## config.mk

```make
export PLATFORM = sky130hd
export DESIGN_NAME = adder_result_stage
export DESIGN_NICKNAME = d
export VERILOG_FILES = /design/src/rtl/adder_pkg.sv /design/src/rtl/result_fifo2.sv /design/src/rtl/adder_result_stage.sv
export SDC_FILE = /design/constraint.sdc
export NUM_CORES = 1
export LEC_CHECK = 0
export CAP_MARGIN = 20
export CORE_UTILIZATION = 55
export DETAILED_ROUTE_END_ITERATION = 10
export PLACE_DENSITY = 0.86
export RECOVER_POWER = 50
export SYNTH_ARGS = -nofsm -noshare
export SYNTH_HDL_FRONTEND = slang
export SYNTH_SLANG_ARGS = --single-unit
```

## constraint.sdc

```tcl
create_clock -name clk -period 8.1 [get_ports clk]
set_input_delay 1.62 -clock clk [delete_from_list [all_inputs] [get_ports clk]]
set_output_delay 1.62 -clock clk [all_outputs]
set_load 0.05 [all_outputs]
```

## src/rtl/adder_pkg.sv

```systemverilog
// Shared types for the adder result path: the result word with its
// precomputed status flags and the FIFO occupancy encoding.
package adder_pkg;

    localparam int ADDER_WIDTH = 32;

    typedef struct packed {
        logic zero;
        logic neg;
        logic carry;
        logic ovf;
    } add_flags_t;

    typedef struct packed {
        logic [ADDER_WIDTH-1:0] sum;
        add_flags_t             flags;
    } add_result_t;

    typedef enum logic [1:0] {
        OCC_EMPTY = 2'd0,
        OCC_ONE   = 2'd1,
        OCC_FULL  = 2'd2
    } occ_e;

    // Flags are fixed at capture time so the output side never re-derives them.
    function automatic add_result_t make_result(
        input logic [ADDER_WIDTH-1:0] sum,
        input logic                   cout,
        input logic                   of
    );
        add_result_t r;
        r.sum         = sum;
        r.flags.zero  = (sum == '0);
        r.flags.neg   = sum[ADDER_WIDTH-1];
        r.flags.carry = cout;
        r.flags.ovf   = of;
        return r;
    endfunction

endpackage

```

## src/rtl/result_fifo2.sv

```systemverilog
// Two-entry valid/ready FIFO of add_result_t. Ready depends only on
// registered occupancy, so there is no combinational path from pop to push.
module result_fifo2
    import adder_pkg::*;
(
    input  logic        clk,
    input  logic        rst,
    input  logic        push_i,
    input  add_result_t data_i,
    output logic        ready_o,
    input  logic        pop_i,
    output logic        valid_o,
    output add_result_t data_o,
    output logic        accept_o
);

    occ_e        occ_q, occ_d;
    add_result_t head_q, head_d;
    add_result_t tail_q, tail_d;
    logic        push;
    logic        pop;

    assign push     = push_i && (occ_q != OCC_FULL) && !rst;
    assign pop      = pop_i && (occ_q != OCC_EMPTY);
    assign accept_o = push;

    // Held low during reset so upstream cannot believe a word was taken.
    assign ready_o = !rst && (occ_q != OCC_FULL);
    assign valid_o = (occ_q != OCC_EMPTY);
    assign data_o  = valid_o ? head_q : '0;

    always_ff @(posedge clk or posedge rst) begin
        if (rst) begin
            occ_q  <= OCC_EMPTY;
            head_q <= '0;
            tail_q <= '0;
        end else begin
            occ_q  <= occ_d;
            head_q <= head_d;
            tail_q <= tail_d;
        end
    end

    always_comb begin
        occ_d  = occ_q;
        head_d = head_q;
        tail_d = tail_q;
        unique case (occ_q)
            OCC_EMPTY: begin
                if (push) begin
                    head_d = data_i;
                    occ_d  = OCC_ONE;
                end
            end
            OCC_ONE: begin
                // Simultaneous push and pop replaces the head in place.
                if (push && pop) begin
                    head_d = data_i;
                end else if (push) begin
                    tail_d = data_i;
                    occ_d  = OCC_FULL;
                end else if (pop) begin
                    occ_d  = OCC_EMPTY;
                end
            end
            OCC_FULL: begin
                if (pop) begin
                    head_d = tail_q;
                    occ_d  = OCC_ONE;
                end
            end
            default: begin
                occ_d = OCC_EMPTY;
            end
        endcase
    end

endmodule

```

## src/rtl/adder_result_stage.sv

```systemverilog
// Registered output stage behind the ripple adder: flag capture, a 2-entry
// result buffer, and sticky/saturating overflow statistics for the harness.
module adder_result_stage
    import adder_pkg::*;
#(
    parameter int WIDTH = 32,
    parameter int CNT_W = 16
) (
    input  logic             clk,
    input  logic             rst,
    input  logic [WIDTH-1:0] s_in,
    input  logic             cout_in,
    input  logic             of_in,
    input  logic             in_valid,
    output logic             in_ready,
    output logic             out_valid,
    input  logic             out_ready,
    output logic [WIDTH-1:0] result,
    output logic             flag_zero,
    output logic             flag_neg,
    output logic             flag_carry,
    output logic             flag_ovf,
    input  logic             clr_stats,
    output logic             ovf_sticky,
    output logic [CNT_W-1:0] ovf_count
);

    add_result_t in_word;
    add_result_t head_word;
    logic        accepted;
    logic        ovf_event;

    logic             sticky_q, sticky_d;
    logic [CNT_W-1:0] count_q, count_d;

    assign in_word = make_result(s_in, cout_in, of_in);

    result_fifo2 u_fifo (
        .clk      (clk),
        .rst      (rst),
        .push_i   (in_valid),
        .data_i   (in_word),
        .ready_o  (in_ready),
        .pop_i    (out_ready),
        .valid_o  (out_valid),
        .data_o   (head_word),
        .accept_o (accepted)
    );

    assign result     = head_word.sum;
    assign flag_zero  = head_word.flags.zero;
    assign flag_neg   = head_word.flags.neg;
    assign flag_carry = head_word.flags.carry;
    assign flag_ovf   = head_word.flags.ovf;

    assign ovf_event = accepted && of_in;

    // An overflow event in the same cycle as a clear wins: the clear drops the
    // history and the new event is counted as the first.
    always_comb begin
        sticky_d = sticky_q;
        count_d  = count_q;
        if (ovf_event) begin
            sticky_d = 1'b1;
            if (clr_stats) begin
                count_d = CNT_W'(1);
            end else if (count_q != {CNT_W{1'b1}}) begin
                count_d = count_q + CNT_W'(1);
            end
        end else if (clr_stats) begin
            sticky_d = 1'b0;
            count_d  = '0;
        end
    end

    always_ff @(posedge clk or posedge rst) begin
        if (rst) begin
            sticky_q <= 1'b0;
            count_q  <= '0;
        end else begin
            sticky_q <= sticky_d;
            count_q  <= count_d;
        end
    end

    assign ovf_sticky = sticky_q;
    assign ovf_count  = count_q;

endmodule

```

==> out/metrics.yaml, run 1 <==
finish:
  fillers: 516
  fin_cells: 620
  area_delta_synth_final_pct: 26.9
  final_nets: 556
  drive_gt1_share_pct: 11.3
  diodes: 0
global_routing:
  grt_pass1_wl_um: 16400
  grt_max_degree: 90
  grt_pass1_vias: 3407
  antenna_found_initial: 0
  grt_overflow_total: 0
  grt_usage_pct: 25.0
synthesis:
  synth_seq_area_share_pct: 52.0
  synth_top_cell_by_area: "dfrtp_1"
  synthTopCellsByCount: "dfrtp_1, nand2_1, nor2_1"
  syn_inst: 433
  ys_ff_latch: 89
  synth_edf_count: 0
  syn_area_um2: 4280
  synth_area_leaders: "dfrtp_1, mux2_2, nand2_1"
  synth_most_common_cell: "dfrtp_1"
  avgSynthCellArea_um2: 9.89
  synth_cell_type_count: 46
  synth_flop_cell: "dfrtp_1"
  yosys_warnings: 0
  synth_top_cell_area_share_pct: 52.0
  syn_nets: 473
  async_reset_ff_share_pct: 100
setup_path:
  cp-start-kind: "primary input"
  critical-path-top-delay-family: "buffers and inverters"
  path_class: "primary input to primary output"
  worstPathCellList: "dlygate4sd3_1 -> nor2_1 -> clkdlybuf4s50_1"
  max_stage_delay_ns: 0.81
  worstPathArrival_ns: 3.13
  required_ns: 6.48
  crit_path_max_fanout: 5
  end_kind: "primary output"
  crit_buf_inv: 2
  cp_slowest_cell: "clkdlybuf4s50_1"
die:
  die_h_um: 90.2
  rows: 31
  ios: 94
  start_util_pct: 58.1
  die_w_um: 90.2
  die-area_um2: 8140
  core_area_um2: 7370
drt:
  ant_nets: 0
  drt_iter0_drc: 269
  route.detailed.drc: 0
  wl_per_cell_um: 15.9
  dr.pass1.iters: 4
  viasPerCell: 5.73
  vias: 3552
  wl_um: 9830
clock_network:
  holdBufCountCts: 0
  ctsRootBufferMaster: "clkbuf_8"
  htree_num_levels: 3
  insertion_delay_ns: 0.35
  tritoncts: "done"
  numCtsBuffers: 9
  cts-resized-gates: 0
  clk_pin_slew_ns: 0.08
  clock-sinks: 89
  clk_path_buf_depth: 2
  cts_setup_buffers: 0
pwr:
  power_density_nw_per_um2: 255
  p_leak_uw: 0.00217
  ir_drop_mv: 0.117
timing:
  final.setup_skew_ns: 0.00944
  worst_slew_pin_slew_ns: 1.57
  hold_viol: 0
  setup_violations: 0
  rsz0062_at_grt: "no"
  setup_tns_ns: 0
  max_freq_ghz: 0.210
  fin_crit_sh_pct: 58.7
  maxSlewViolCount: 16
  maxSlewHeadroom_pct: -5.54
  finalWorstPathRequiredPeriod_ns: 4.75
outcome:
  status: "complete, but fails checks"
  violations: "capacitance limit, slew limit"
flow_run:
  maxCapViolations: 1
placement:
  io_buffers: 93
  gp_congestion: 0.849
  place_inst: 603
  dp_hpwl_um: 6520
worst_hold_path:
  hold_path.class: "flop to flop"
through the flow:
step / cell area, µm² / hold WS, ns / worst slack, ns / util (%) / power (µW)
final: 5430 / 0.510 / 3.35 / 73.7 / 1380
after CTS: 5430 / 0.504 / 3.45 / 73.7 / 1390
after detailed placement: 5260 / 0.489 / 3.46 / 71.4 / 1120
after floorplan: 4280 / 0.456 / 4.17 / - / 963
after global placement: 5260 / 0.468 / 3.47 / 71.4 / 1100
after global routing: 5430 / 0.520 / 3.22 / 73.7 / 1450
worst paths after layout:
kind,startpoint,end,slack [ns],depth (start not counted)
setup / recovery,rst,in_ready,3.35,3
hold / removal,u_fifo.tail_q[4],u_fifo.tail_q[4],0.51,1
setup reg to reg,u_fifo.occ_q[0],u_fifo.head_q[3],5.16,5
hold reg to reg,u_fifo.tail_q[4],u_fifo.tail_q[4],0.51,1
max in group asynchronous,rst,u_fifo.head_q[15],5.23,4
min in group asynchronous,rst,ovf_count[5],2.04,3
flip-flops by register name (all words and copies together), names as in the netlist:
| register | cells |
|---|---|
| ovf_sticky | 1 |
| u_fifo.tail_q | 35 |
| u_fifo.occ_q | 2 |
| ovf_count | 16 |
| u_fifo.head_q | 35 |
worst reg2reg max path: cells and delay by family, from the launching register on:
family / cells / cell delay, ns
buf+inv: 1 / 0.64
simple gates: 1 / 0.17
flops: 1 / 0.46
compound gates: 3 / 1.57
cell usage in the layout, fill, tap and decap left out, types with 3 or more instances in the layout:
cell type,synthesis,routed
dfrtp_1,89,89
clkdlybuf4s50_1,0,88
nand2_1,74,75
nor2_1,39,38
a31oi_1,38,38
nor2b_1,36,36
mux2_2,33,33
nor4_1,9,9
nand4_1,8,9
clkbuf_8,0,9
or3_1,8,8
o21ai_0,8,8
inv_1,8,7
nand3_1,6,6
a21oi_1,6,6
dlygate4sd3_1,0,5
o31ai_1,2,3
o21ai_1,3,3
or4_1,3,3
buf_4,1,3
where the power goes:
| part | internal [µW] | switching (µW) |
|---|---|---|
| clock | 113 | 160 |
| combinational | 200 | 287 |
| sequential | 563 | 62.5 |
routing by layer:
metal | vias to the layer above | routed length [µm] | global-route usage (%)
li1 | 1686 | - | -
met2 | 118 | 4940 | 41.9
met3 | 16 | 513 | 4.40
met5 | - | 0 | 0
met4 | 0 | 167 | 8.87
met1 | 1732 | 4210 | 32.8
cells by family after synthesis:
group	Yosys count	synth area share [%]
buffers and inverters	34	3.45
flip-flops	89	52.0
XOR/XNOR	2	0.409
AND/OR/NAND/NOR	201	23.9
multiplexers	35	9.21
AO/OA/AOI/OAI	71	10.7
adder cells (fa/ha/maj)	1	0.292
cell type report:
class / instances / area, µm² / area share (%)
clock buffer: 10 / 128 / 2.35
clock inverter: 6 / 42.5 / 0.783
inverter: 8 / 31.3 / 0.576
multi-input combinational: 310 / 1900 / 34.9
sequential: 89 / 2230 / 41.0
tap: 99 / 124 / 2.28
timing repair buffer: 98 / 985 / 18.1
Note: power is estimated with default switching activity, not from simulation.
==> run 2, diff against run 1 <==
--- a/config.mk
+++ b/config.mk
@@ -6,9 +6,9 @@
 export NUM_CORES = 1
 export LEC_CHECK = 0
 export CAP_MARGIN = 20
-export CORE_UTILIZATION = 55
+export CORE_UTILIZATION = 46
 export DETAILED_ROUTE_END_ITERATION = 10
-export PLACE_DENSITY = 0.86
+export PLACE_DENSITY = 0.77
 export RECOVER_POWER = 50
 export SYNTH_ARGS = -nofsm -noshare
 export SYNTH_HDL_FRONTEND = slang
==> constraint.sdc (replaced) <==
create_clock -name clk -period 4.05 [get_ports clk]
set_input_delay 0.81 -clock clk [delete_from_list [all_inputs] [get_ports clk]]
set_output_delay 0.81 -clock clk [all_outputs]
set_load 0.05 [all_outputs]
==> run 2 against run 1 <==
  * The run ends with DRC, capacitance limit, slew limit left
  * Sequential power is 100% higher
  * Core utilization is 13 points lower
  * Global-route usage is 4.4 points lower
  * Power is 99% higher
  * Worst setup slack worse by 2.6 ns
  * Non-clock buffer count stayed put
  * Register-to-register slack worse by 4.2 ns
  * Sequential share of layout area is 0.15 points higher
  * Routed wire length is 3.0% lower
  * Highest routed layer unchanged
==> out/metrics.yaml, run 2 (synthesis gave the netlist of run 1 again) <==
outcome:
  status: "complete, but fails checks"
  violations: "DRC, capacitance limit, slew limit"
die:
  die-area_um2: 9700  # +19%
  die_h_um: 98.5  # +9.1%
  ios: 94  # unchanged
  rows: 34  # +9.7%
  start_util_pct: 48.4  # -9.7 points
  die_w_um: 98.5  # +9.1%
  core_area_um2: 8850  # +20%
global_routing:
  grt_overflow_total: 0  # unchanged
  antenna_found_initial: 0  # unchanged
  grt_usage_pct: 20.6  # -4.4 points
  grt_pass1_wl_um: 16000  # -2.6%
  grt_max_degree: 49  # -46%
  grt_pass1_vias: 3246  # -4.7%
timing:
  setup_violations: 0  # unchanged
  worst_slew_pin_slew_ns: 1.85  # +0.276 ns
  final.setup_skew_ns: 0.0119  # +0.00246 ns
  finalWorstPathRequiredPeriod_ns: 3.26
  setup_tns_ns: 0  # unchanged
  fin_crit_sh_pct: 80.6
  maxSlewViolCount: 86  # +70
  maxSlewHeadroom_pct: -23.7  # -18 points
  rsz0062_at_grt: "no"
  hold_viol: 0  # unchanged
  max_freq_ghz: 0.306
finish:
  design_area_um2: 5410  # -0.37%
  seq_area_um2: 2230  # unchanged
  fillers: 775  # +50%
  final_nets: 556  # unchanged
  multi_input_area_um2: 1880  # -0.79%
  mostFrequentLayoutCell: "clkdlybuf4s50_1"
  drive_gt1_share_pct: 11.3  # unchanged
  postLayoutCoreUtil_pct: 61.2  # -13 points
  area_delta_synth_final_pct: 26.4
  diodes: 0  # unchanged
  fin_cells: 629  # +1.5%
  final_cell_mix: "clkdlybuf4s50_1, dfrtp_1, nand2_1"
clock_network:
  cts_setup_buffers: 0  # unchanged
  holdBufCountCts: 0  # unchanged
  ctsRootBufferMaster: "clkbuf_8"
  clock-sinks: 89  # unchanged
  tritoncts: "done"
  clk_pin_slew_ns: 0.09  # about the same
  cts-resized-gates: 0  # unchanged
  htree_num_levels: 3  # unchanged
  clk_path_buf_depth: 2  # unchanged
  insertion_delay_ns: 0.35  # about the same
  numCtsBuffers: 9  # unchanged
drt:
  route.detailed.drc: 9  # +9
  wl_um: 9530  # -3.0%
  ant_nets: 0  # unchanged
  dr.pass1.iters: 7  # +3
  viasPerCell: 5.50  # -4.1%
  vias: 3457  # -2.7%
  wl_per_cell_um: 15.2  # -4.4%
  drt_iter0_drc: 166  # -38%
pwr:
  p_leak_uw: 0.00216  # -0.45%
  power_density_nw_per_um2: 510  # +100%
  ir_drop_mv: 0.193  # +65%
setup_path:
  cp-start-kind: "primary input"
  worstPathArrival_ns: 3.55  # +0.42 ns
  setup.worst_path.start: "rst"
  r2r-start: "u_fifo.occ_q[0]"
  end_kind: "async pin"
  cp_slowest_cell: "clkinvlp_2"
  worstPathCellList: "dlygate4sd3_1 -> clkinvlp_2 -> clkbuf_2"
  path_class: "primary input to async pin"
  r2r_cells: 4  # -1
  crit_path_max_fanout: 48  # +43
  required_ns: 4.34  # -2.14 ns
  max_stage_delay_ns: 1.09  # +0.28 ns
placement:
  place_inst: 613  # +1.7%
  dp_hpwl_um: 6530  # +0.24%
  dpl_cell_area_um2: 5300  # +0.59%
  gp_congestion: 0.777  # -8.5%
  io_buffers: 93  # unchanged
worst_hold_path:
  hold_path.class: "flop to flop"
  min-delay-start: "u_fifo.tail_q[8]"
  hold_depth: 1  # unchanged
flow_run:
  maxCapViolations: 2  # +1
==> run 2: final cells by class <==
class / count / share of cell area, %
well taps: 108 / 2.50
clock inverters: 6 / 0.763
flip-flops and latches: 89 / 41.1
inverters: 8 / 0.578
multi-input cells: 310 / 34.8
clock buffers: 10 / 2.54
repair buffers: 98 / 17.7
==> run 2: critical path: cells and delay by family <==
| kind | cells | cell delay (ns) |
|---|---|---|
| buffers and inverters | 3 | 2.71 |
==> run 2: worst paths after layout <==
path                                    end  slack [ns]
max in group clk                   in_ready        0.81
max                        u_fifo.head_q[3]        0.79
max reg2reg                    ovf_count[7]        0.93
min                        u_fifo.tail_q[8]        0.50
min reg2reg                u_fifo.tail_q[8]        0.50
min in group asynchronous      ovf_count[7]        1.44
==> run 2: per-layer routing <==
layer | share of wire [%] | global-route usage (%)
met1 | 46 | 28.1
met2 | 49 | 33.9
met3 | 4.2 | 2.84
met4 | 1.1 | 7.81
met5 | 0 | 0
==> run 2: stage by stage <==
step | setup slack (ns) | hold WS, ns | power (µW)
floorplan | 0.933 | 0.456 | 1930
global placement | 1.03 | 0.467 | 2200
global route | 0.278 | 0.519 | 2910
finish | 0.786 | 0.504 | 2760
detailed placement | 1.04 | 0.479 | 2240
CTS | 0.672 | 0.504 | 2790
==> run 2: power by group <==
group	switching, µW	internal, µW	total, µW
logic	564	396	961
clock network	313	241	554
registers	122	1130	1250
==> run 3, diff against run 2 <==
==> constraint.sdc (replaced) <==
create_clock -name clk -period 3 [get_ports clk]
set_input_delay 0.6 -clock clk [delete_from_list [all_inputs] [get_ports clk]]
set_output_delay 0.6 -clock clk [all_outputs]
set_load 0.05 [all_outputs]
==> run 3 against run 2 <==
  * The run still ends with DRC, capacitance limit, slew limit left
  * Clock power is 63% higher
  * Final cell count grew 0.64%
  * Count of clock-buffer cells in the layout shrank 1
  * Sequential cell count is the same
  * Sequential share of layout area fell by 0.80 points
  * Core utilization rose by 1.2 points
  * Highest routed layer unchanged
==> out/metrics.yaml, run 3 (synthesis gave the netlist of run 1 again) <==
global_routing:
  grt_pass1_vias: 3473  # +7.0%
  antenna_found_initial: 0  # unchanged
  grt_max_degree: 71  # +45%
  grt_overflow_total: 0  # unchanged
  grt_usage_pct: 22.4  # +1.7 points
  grt_pass1_wl_um: 17200  # +7.8%
timing:
  fin_crit_sh_pct: 93.6
  worst_slew_pin_slew_ns: 1.74  # -0.101 ns
  max_freq_ghz: 0.356
  final.setup_skew_ns: 0.0101  # -0.00182 ns
  setup_tns_ns: 0  # unchanged
  maxSlewViolCount: 41  # -52%
  setup_violations: 0  # unchanged
  hold_viol: 0  # unchanged
  finalWorstPathRequiredPeriod_ns: 2.81
  holdWs_ns: 0.497  # -0.00751 ns
  rsz0062_at_grt: "no"
  maxSlewHeadroom_pct: -16.9  # +6.8 points
setup_path:
  r2r-start: "u_fifo.occ_q[1]"
  r2r_cells: 5  # +1
  cp-start-kind: "flop"
  path_class: "flop to primary output"
  crit_path_max_fanout: 36  # -25%
  r2r_end: "ovf_count[6]"
  required_ns: 2.40  # -1.94 ns
  end_kind: "primary output"
  worstPathArrival_ns: 2.21  # -1.34 ns
  r2r_slack_ns: 0.92  # about the same
outcome:
  violations: "DRC, capacitance limit, slew limit"
  status: "complete, but fails checks"
pwr:
  power_density_nw_per_um2: 706  # +38%
  p_leak_uw: 0.00221  # +2.2%
  ir_drop_mv: 0.266  # +37%
drt:
  dr.pass1.iters: 9  # +2
  drt_iter0_drc: 243  # +46%
  ant_nets: 0  # unchanged
  route.detailed.drc: 8  # -1
  viasPerCell: 5.54  # +0.78%
  vias: 3506  # +1.4%
  wl_per_cell_um: 16.1  # +6.6%
  wl_um: 10200  # +7.2%
clock_network:
  cts-resized-gates: 0  # unchanged
  clk_path_buf_depth: 2  # unchanged
  cts_setup_buffers: 0  # unchanged
  insertion_delay_ns: 0.36  # about the same
  tritoncts: "done"
  htree_num_levels: 3  # unchanged
  holdBufCountCts: 0  # unchanged
  ctsRootBufferMaster: "clkbuf_8"
  clock-sinks: 89  # unchanged
  numCtsBuffers: 9  # unchanged
  clk_pin_slew_ns: 0.09  # about the same
die:
  die_w_um: 98.5  # unchanged
  start_util_pct: 48.4  # unchanged
  ios: 94  # unchanged
  die_h_um: 98.5  # unchanged
  rows: 34  # unchanged
  core_area_um2: 8850  # unchanged
  die-area_um2: 9700  # unchanged
finish:
  design_area_um2: 5520  # +2.0%
  fin_cells: 633  # +0.64%
  final_cell_mix: "clkdlybuf4s50_1, dfrtp_1, nand2_1"
  area_delta_synth_final_pct: 29.0
  final_nets: 561  # +0.90%
  drive_gt1_share_pct: 12.6  # +1.2 points
  diodes: 0  # unchanged
  mostFrequentLayoutCell: "clkdlybuf4s50_1"
placement:
  gp_congestion: 0.820  # +5.6%
  dp_hpwl_um: 6870  # +5.2%
  place_inst: 618  # +0.82%
  io_buffers: 93  # unchanged
  dpl_cell_area_um2: 5360  # +1.2%
worst_hold_path:
  min-delay-start: "u_fifo.tail_q[8]"
  hold-path-endpoint: "u_fifo.tail_q[8]"
  hold_depth: 1  # unchanged
  hold_path.class: "flop to flop"
flow_run:
  maxCapViolations: 1  # -1
## run 3: how the worst max path moves through the flow
| stage | end | startpoint | slack (ns) |
|---|---|---|---|
| floorplan | ovf_count[0] | rst | 0.09 |
| global placement | in_ready | rst | 0.40 |
| detailed placement | in_ready | rst | 0.35 |
| CTS | flag_neg | u_fifo.occ_q[1] | 0.16 |
| global route | result[9] | u_fifo.occ_q[1] | 0.07 |
| finish | flag_neg | u_fifo.occ_q[1] | 0.19 |
## run 3: power breakdown
part | switching, µW | internal [µW] | total, µW
clock network | 435 | 467 | 903
logic | 766 | 540 | 1310
registers | 171 | 1520 | 1690
total | 1370 | 2530 | 3900
## run 3: worst max-delay path: stages (launching register included)
cell,delay [ns]
dfrtp_1,0.55
nor2_2,0.05
buf_4,0.24
nor2b_1,0.19
clkdlybuf4s50_1,0.82
## run 3: per-layer routing
layer / up-vias / share of wire (%) / global-route usage, %
met5: - / 0 / 0
li1: 1691 / - / -
met2: 110 / 50 / 37.8
met1: 1697 / 44 / 30.0
met3: 8 / 5.0 / 4.54
met4: 0 / 0.91 / 5.05
## run 3: per-stage QoR
stage          utilization (%)  worst slack, ns  total power, µW
2_1_floorplan                -           0.0931             2600
4_1_cts                   63.0            0.164             3930
3_3_place_gp              60.5            0.401             2980
6_report                  62.4            0.192             3900
5_1_grt                   62.4           0.0681             4110
3_5_place_dp              60.5            0.347             3040
## run 3: layout make-up
class | instances | area [µm²]
Sequential cell | 89 | 2230
Clock inverter | 6 | 91.3
Fill cell | 737 | 3330
Timing Repair Buffer | 103 | 995
Tap cell | 108 | 135
Inverter | 8 | 31.3
Multi-Input combinational cell | 310 | 1920
Clock buffer | 9 | 124
